### config.mk
export PLATFORM = sky130hd
export DESIGN_NAME = cache_line_lookup
export DESIGN_NICKNAME = d
export VERILOG_FILES = /design/src/rtl/cache_line_lookup.sv
export SDC_FILE = /design/constraint.sdc
export NUM_CORES = 1
export LEC_CHECK = 0
export BUFFER_PORTS_ARGS = -buffer_cell sky130_fd_sc_hd__buf_2
export CAP_MARGIN = 20
export CORE_ASPECT_RATIO = 0.8
export CORE_UTILIZATION = 40
export CTS_BUF_LIST = sky130_fd_sc_hd__clkbuf_4 sky130_fd_sc_hd__clkbuf_8
export DETAILED_ROUTE_END_ITERATION = 6
export GPL_ROUTABILITY_DRIVEN = 0
export HOLD_SLACK_MARGIN = 0.05
export SLEW_MARGIN = 10
export SYNTH_ARGS = -nofsm -noshare
export SYNTH_HDL_FRONTEND = slang
export SYNTH_SLANG_ARGS = --single-unit
export TNS_END_PERCENT = 5
### constraint.sdc
create_clock -name clk -period 1.7 [get_ports clk]
set_input_delay 0.34 -clock clk [delete_from_list [all_inputs] [get_ports clk]]
set_output_delay 0.34 -clock clk [all_outputs]
set_load 0.02 [all_outputs]
### src/rtl/cache_line_lookup.sv
// cache_line_lookup: 4-line tag/data set with req/ack lookup; optional hit/miss counters under CACHE_LOOKUP_STATS_EN
module cache_line_lookup #(
  parameter int TAG_W  = 8,
  parameter int DATA_W = 8
) (
  input  logic              clk,
  input  logic              rst_n,
  input  logic              wr_en,
  input  logic [1:0]        wr_line,
  input  logic [TAG_W-1:0]  wr_tag,
  input  logic [DATA_W-1:0] wr_data,
  input  logic              rd_req,
  input  logic [TAG_W-1:0]  rd_tag,
  output logic              rd_ready,
  output logic              rd_valid,
  input  logic              rd_ack,
  output logic              rd_hit,
  output logic [1:0]        rd_line,
  output logic [DATA_W-1:0] rd_data,
  output logic [3:0]        free_o,
  output logic [7:0]        hit_cnt,
  output logic [7:0]        miss_cnt
);
  localparam logic [1:0] IDLE   = 2'd0;
  localparam logic [1:0] LOOKUP = 2'd1;
  localparam logic [1:0] RESP   = 2'd2;
  logic [1:0]        state;
  logic [3:0]        valid_q;
  logic [TAG_W-1:0]  tag_q [4];
  logic [DATA_W-1:0] data_q [4];
  logic [TAG_W-1:0]  req_tag;
  logic [3:0]        match;
  logic              hit;
  logic [1:0]        line;
  logic              resp_v;
  logic              take;
  assign rd_ready = state == IDLE;
  assign rd_valid = resp_v;
  assign free_o   = ~valid_q;
  assign take     = resp_v && rd_ack;
  // Compare the latched tag against every valid line; lowest matching index wins
  always_comb begin
    for (int i = 0; i < 4; i++) match[i] = valid_q[i] && tag_q[i] == req_tag;
    hit  = |match;
    line = match[0] ? 2'd0 : match[1] ? 2'd1 : match[2] ? 2'd2 : match[3] ? 2'd3 : 2'd0;
  end
  // Tag/data storage carries no reset; the valid bits alone qualify it
  always_ff @(posedge clk)
    if (wr_en) begin
      tag_q[wr_line]  <= wr_tag;
      data_q[wr_line] <= wr_data;
    end
  // Valid bits: cleared by reset, set by any write
  always_ff @(posedge clk or negedge rst_n)
    if (!rst_n) valid_q <= '0;
    else if (wr_en) valid_q[wr_line] <= 1'b1;
  // Handshake FSM; rd_valid rises one cycle into RESP and drops the cycle after rd_ack
  always_ff @(posedge clk or negedge rst_n)
    if (!rst_n) begin
      state   <= IDLE;
      resp_v  <= 1'b0;
      req_tag <= '0;
      rd_hit  <= 1'b0;
      rd_line <= 2'd0;
      rd_data <= '0;
    end else begin
      case (state)
        IDLE: if (rd_req) begin
          req_tag <= rd_tag;
          state   <= LOOKUP;
        end
        LOOKUP: begin
          rd_hit  <= hit;
          rd_line <= line;
          rd_data <= hit ? data_q[line] : '0;
          state   <= RESP;
        end
        RESP: begin
          resp_v <= !take;
          state  <= take ? IDLE : RESP;
        end
        default: state <= IDLE;
      endcase
    end
`ifdef CACHE_LOOKUP_STATS_EN
  logic [7:0] hit_q;
  logic [7:0] miss_q;
  // Saturating outcome counters, stepped once per completed lookup
  always_ff @(posedge clk or negedge rst_n)
    if (!rst_n) begin
      hit_q  <= 8'h00;
      miss_q <= 8'h00;
    end else if (state == LOOKUP) begin
      if (hit && hit_q != 8'hFF) hit_q <= hit_q + 8'd1;
      if (!hit && miss_q != 8'hFF) miss_q <= miss_q + 8'd1;
    end
  assign hit_cnt  = hit_q;
  assign miss_cnt = miss_q;
`else
  assign hit_cnt  = 8'h00;
  assign miss_cnt = 8'h00;
`endif
endmodule
==> results of run 1 <==
[layout make-up]
class	count	area share (%)
multi-input combinational	157	26.4
tap	136	3.67
sequential	90	55.5
inverter	5	0.405
clock buffer	10	2.83
timing repair buffer	72	9.71
clock inverter	6	1.40
[power groups by stage]
stage / sequential [W] / clock (W) / combinational [W]
finish: 0.00301 / 0.00145 / 0.00191
global route: 0.00306 / 0.00157 / 0.00209
detailed placement: 0.00306 / 0 / 0.00190
CTS: 0.00302 / 0.00150 / 0.00193
floorplan: 0.00301 / 0 / 0.00152
global placement: 0.00304 / 0 / 0.00188
[what timing repair did]
item / CTS / global route
gates resized for setup: 5 / 0
setup endpoints to repair: 11 / 11
hold endpoints to repair: 26 / 0
hold buffers: 1 / 0
pin swaps: 1 / 0
[cell usage after synthesis, types with 9 or more instances]
cell	number	share of area (%)
dfrtp_1	26	16
o21a_1	9	1.7
xnor2_1	26	5.7
edfxtp_1	64	48
nor2_1	12	1.1
o21ai_0	10	1.3
buf_4	18	3.4
[metal layers]
metal  wire [µm]  track usage (%)
met2        3330             24.0
met5           0                0
met1        3850             23.8
met4         146             5.74
met3         290             3.67
[through the flow]
stage	setup TNS, ns	hold slack (ns)
after detailed placement	-1.96	0.421
after global placement	-1.38	0.422
after CTS	-1.72	0.173
after floorplan	0	0.0444
after global routing	-3.08	0.181
final	-1.61	0.193
[how the worst min path moves through the flow]
stage / endpoint / cells after the start
after detailed placement: valid_q[1] / 1
after CTS: data_q[2][1] / 1
after floorplan: rd_data[0] / 0
after global routing: data_q[2][1] / 1
after global placement: valid_q[1] / 1
final: data_q[2][0] / 1
[cells by family (layout without fill, tap and decap cells)]
group                  after synthesis  after routing  share of synthesized area (%)
AO/OA/AOI/OAI                       41             41                           7.85
multiplexers                        16             16                           4.25
buffers and inverters               38             93                           6.88
flip-flops                          90             90                           64.3
AND/OR/NAND/NOR                     52             52                           9.04
XOR/XNOR                            32             32                           7.57
other                                1             16                         0.0937
[state kept, by name, summed over array words and instances (netlist names)]
name	cells
data_q	32
valid_q	4
state	2
rd_hit	1
rd_valid	1
rd_line	2
req_tag	8
rd_data	8
tag_q	32
[worst max-delay path: cells and delay by family, from the launching register on]
kind	cells	cell delay [ns]
and+or+nand+nor	3	0.47
DFF	1	0.47
AOI/OAI and AO/OA	2	0.36
xor gates and xnor gates	1	0.24
buffers and inverters	1	0.24
==> metrics.yaml, run 1 <==
floorplan:
  ios: 64
  dieArea_um2: 10400
  num_rows: 32
  die_h_um: 91.4
  initial_core_util_pct: 41.3
  die_w_um: 114
  core_um2: 9690
pwr:
  p_int_w: 0.00427
  p_total_w: 0.00637
  leakage_nw: 1.75
  swShare_pct: 33.0
  seq_power_share_pct: 47.3
  pwr_density_cell_nw_per_um2: 1370
  p_comb_share_pct: 30.0
  p_clk_share_pct: 22.8
  p_switching_w: 0.00210
  irDropWorstVdd_uv: 527
cells_and_area:
  antenna_cells: 0
  drive_gt1_share_pct: 36.5
  multiInputGateArea_um2: 1230
  fin_cells: 476
  fill_cells: 869
  stdcell_area_um2: 4640
  area_growth_pct: 16.0
  fin_nets: 366
  final_common_cell: "edfxtp_1"
  seq_area_um2: 2580
  postLayoutCoreUtil_pct: 47.9
  final_cell_mix: "edfxtp_1 (64), buf_2 (47), xnor2_1 (25)"
sta:
  finalMaxSlewViolations: 0
  period_needed_ns: 1.87
  fin_worst_skew_ns: 0.0146
  finalHoldViolations: 0
  setup_violations: 11
  finalCritPeriodShare_pct: 110
  max_freq_ghz: 0.535
  worst_slack_ns: -0.170
  grt_setup_unrepaired: "true"
  worst_pin_slew_ns: 0.662
  slew_headroom_pct: 55.9
drt:
  vias: 2216
  antenna_left: 0
  drtIter0Drc: 74
  wire_per_inst_um: 16.0
  wl_mm: 7.61
  drc: 0
  dr.pass1.iters: 4
  routed_via_density: 4.66
clocking:
  insertion_delay_ns: 0.36
  cts_num_sinks: 90
  clk_path_buf_depth: 2
  cts_tree: "built"
  cts_setup_buffers: 0
  clockRootBuffer: "clkbuf_8"
  cts_max_level: 3
  cts_buffers: 9
  clkTransAtPathRegs_ns: 0.09
critical_path:
  cpMaxStageDelayCell: "dfrtp_1"
  criticalPathCategory: "flop to flop"
  rr_startpoint: "req_tag[5]"
  cp_max_fo: 10
  max_stage_delay_ns: 0.47
  cp.arrival_ns: 2.14
  crit_path_end_kind: "flop"
  critPathLaunch: "req_tag[5]"
  reg2reg_slack_ns: -0.17
  endpoint: "rd_line[0]"
  critPathRequiredTime_ns: 1.97
  r2r_cells: 7
  crit_chain: "xnor2_1 > nand4_1 > nor4_4 > buf_4 > nand3_2 > o21a_1 > o31ai_2"
  start_kind: "flop"
  regToRegEndpoint: "rd_line[0]"
global_route:
  overflow: 0
  grt_usage_pct: 16.4
  grt_max_degree: 27
  grt_pass1_vias: 2268
  antenna_found_initial: 0
  grt_first_pass_wirelength_mm: 12.6
yosys:
  async_flop_share_pct: 28.9
  yosysUniqueCellTypes: 42
  synth_area_um2: 4000
  ys_dominant_reg_cell: "edfxtp_1"
  netlist_instances: 270
  synth-edff-count: 64
  ys.warnings.count: 0
  ys_seq_area_share_pct: 64.3
  syn_avg_cell_area_um2: 14.8
  synth-seq-cells: 90
min_path:
  hold_start: "wr_data[0]"
  worstHoldPathType: "input port to flop"
placement:
  post-place-ws_ns: -0.221
  io_buffers: 47
  dp.cells: 459
  dpl_cell_area_um2: 4420
  dp_hpwl_mm: 5.19
outcome:
  status: "finished with violations"
  violations: "setup timing"
job:
  maxCapViolations: 0
No activity file was read; power rests on OpenSTA's default activity.
==> run 2: changes to the inputs <==
ABC_AREA = 1   (was unset)
==> metrics.yaml, run 2 <==
floorplan:
  num_rows: 31
  dieArea_um2: 10200
  core_um2: 9270
  die_h_um: 90.4
  initial_core_util_pct: 42.2
  ios: 64
  die_w_um: 113
yosys:
  post-synth-top-area-fraction_pct: 49.1
  synth_area_leaders: "edfxtp_1 (49%), dfrtp_1 (17%), nand2_1 (8.0%), nand3_1 (5.4%), buf_4 (3.3%)"
  synth-edff-count: 64
  synth_area_um2: 3910
  ys_top_cells_by_count: "nand2_1 (83), edfxtp_1 (64), nand3_1 (42)"
  synth-seq-cells: 90
  synth_top_area_cell: "edfxtp_1"
  yosysUniqueCellTypes: 32
  ys.warnings.count: 0
  ys_seq_area_share_pct: 65.8
  ys_dominant_reg_cell: "edfxtp_1"
  synth.most_common_cell: "nand2_1"
  syn_avg_cell_area_um2: 11.0
  async_flop_share_pct: 28.9
  netlist_instances: 356
clocking:
  insertion_delay_ns: 0.36
  cts_max_level: 3
  cts_buffers: 9
  cts_tree: "built"
  clkTransAtPathRegs_ns: 0.10
  cts_num_sinks: 90
  clockRootBuffer: "clkbuf_8"
  clk_path_buf_depth: 2
critical_path:
  reg2reg_slack_ns: -0.03
  r2r_cells: 13
  crit_buf_inv: 1
  critPathRequiredTime_ns: 1.96
  crit_path_end_kind: "flop"
  crit_chain: "inv_2 > nand2_1 > nand2_1 > nor2_2 > nand3_2 > nor2_4 > nand2_2 > nand2_4 > nand2_4 > nand2_2 > nand3_2 > nand3_1 > nand2_1"
  cp_common_cell: "nand2_1"
  criticalPathCategory: "flop to flop"
  cp_top_family: "simple AND/OR/NAND/NOR gates"
  max_stage_delay_ns: 0.42
  regToRegEndpoint: "rd_data[2]"
  cp_max_fo: 8
  rr_startpoint: "req_tag[0]"
  cpMaxStageDelayCell: "dfrtp_1"
  cp.arrival_ns: 1.98
  start_kind: "flop"
sta:
  period_needed_ns: 1.73
  worst_slack_ns: -0.0268
  timing.hold.ws_ns: 0.185
  finalHoldViolations: 0
  setup_violations: 6
  grt_setup_unrepaired: "true"
  worst_pin_slew_ns: 0.627
  finalCritPeriodShare_pct: 102
  max_freq_ghz: 0.579
  slew_headroom_pct: 58.2
  fin_worst_skew_ns: 0.0194
  finalMaxSlewViolations: 0
drt:
  drc: 0
  wl_mm: 8.05
  antenna_left: 0
  wire_per_inst_um: 14.7
  dr.pass1.iters: 4
  routed_via_density: 4.76
  drtIter0Drc: 108
  vias: 2602
cells_and_area:
  fin_cells: 547
  final_cell_mix: "nand2_1 (81), edfxtp_1 (64), buf_2 (47)"
  reg_top3: "data_q: 32 flops, tag_q: 32 flops"
  postLayoutCoreUtil_pct: 50.4
  fill_cells: 822
  stdcell_area_um2: 4670
  seq_area_um2: 2580
  area_growth_pct: 19.5
  drive_gt1_share_pct: 30.1
  final_common_cell: "nand2_1"
  fin_nets: 458
  antenna_cells: 0
  multiInputGateArea_um2: 1180
placement:
  dpl_cell_area_um2: 4350
  dp_hpwl_mm: 5.44
  io_buffers: 47
  dp.cells: 524
min_path:
  worstHoldPathType: "input port to flop"
  hold_start: "rd_tag[4]"
  hold_end: "req_tag[4]"
  whs_path_depth: 3
global_route:
  overflow: 0
  grt_max_degree: 27
  antenna_found_initial: 0
  grt_usage_pct: 17.0
  grt_first_pass_wirelength_mm: 13.0
  grt_pass1_vias: 2539
pwr:
  leakage_nw: 2.05
  irDropWorstVdd_uv: 325
  pwr_density_cell_nw_per_um2: 1180
outcome:
  status: "finished with violations"
  violations: "setup timing"
job:
  maxCapViolations: 0
## run 2: changes by cell type after synthesis, moves of 8 or more
cell / change
nand2_2: +12
nand3_1: +40
inv_2: +8
a211oi_2: -8
xnor2_1: -22
inv_1: +20
mux2_2: -8
o21a_1: -9
nand2_1: +75
mux2i_1: -8
nor2_1: +9
nand4b_1: -8
## run 2: cell type report
type,instances,area share [%]
clock inverter,6,0.884
sequential,90,55.2
clock buffer,10,2.81
multi-input combinational,225,25.2
inverter,34,2.73
tap,115,3.08
timing repair buffer,67,10.1
## run 2: logic make-up after synthesis
logic type                count (synthesis)  share of synthesized area, %
AOI/OAI and AO/OA                        25                          3.78
DFF                                      90                          65.8
xor gates and xnor gates                 10                          2.24
other                                     1                        0.0959
buffers and inverters                    57                          7.55
and+or+nand+nor                         173                          20.6
## run 2: worst min-delay path: stages
cell	delay, ns
buf_2	0.08
nand2_1	0.05
nand2_1	0.06
## run 2: routing by layer
| layer | track usage, % | vias to the layer above | wire [µm] |
|---|---|---|---|
| met2 | 25.3 | 91 | 3540 |
| met1 | 24.4 | 1218 | 3960 |
| met4 | 6.22 | 0 | 86 |
| li1 | - | 1287 | - |
| met5 | 0 | - | 0 |
| met3 | 3.76 | 6 | 454 |
## run 2: repair_timing
item / CTS / global route
hold endpoints to repair: 26 / 0
setup endpoints to repair: 9 / 11
resized for setup: 13 / 10
buffers inserted: 3 / 1
pin swaps: 7 / 7
hold buffers: 1 / 0
gates cloned: 0 / 2
## run 2: through the flow
| stage | setup WS [ns] | TNS (ns) | power [W] |
|---|---|---|---|
| final | -0.0268 | -0.0988 | 0.00552 |
| after global routing | -0.158 | -1.38 | 0.00584 |
| after CTS | -0.00873 | -0.0263 | 0.00549 |
| after detailed placement | -0.0647 | -0.449 | 0.00414 |
| after global placement | -0.0477 | -0.266 | 0.00413 |
| after floorplan | 0.0988 | 0 | 0.00377 |
## run 2: how the worst max path moves through the flow
stage            endpoint  slack, ns  cells after the start        from
2_1_floorplan  rd_data[2]        0.1                     12  req_tag[4]
3_3_place_gp   rd_data[3]      -0.05                     11  req_tag[6]
3_5_place_dp   rd_data[0]      -0.06                     12  req_tag[6]
4_1_cts        rd_data[7]     -0.009                     12  req_tag[3]
5_1_grt        rd_data[0]      -0.16                     13  req_tag[6]
6_report       rd_data[2]      -0.03                     13  req_tag[0]
## run 2: report_power, final
part           switching, W  leakage, nW  internal [W]
Combinational      0.000884         1.05      0.000524
Sequential         0.000222        0.907       0.00260
Clock              0.000740       0.0837      0.000547
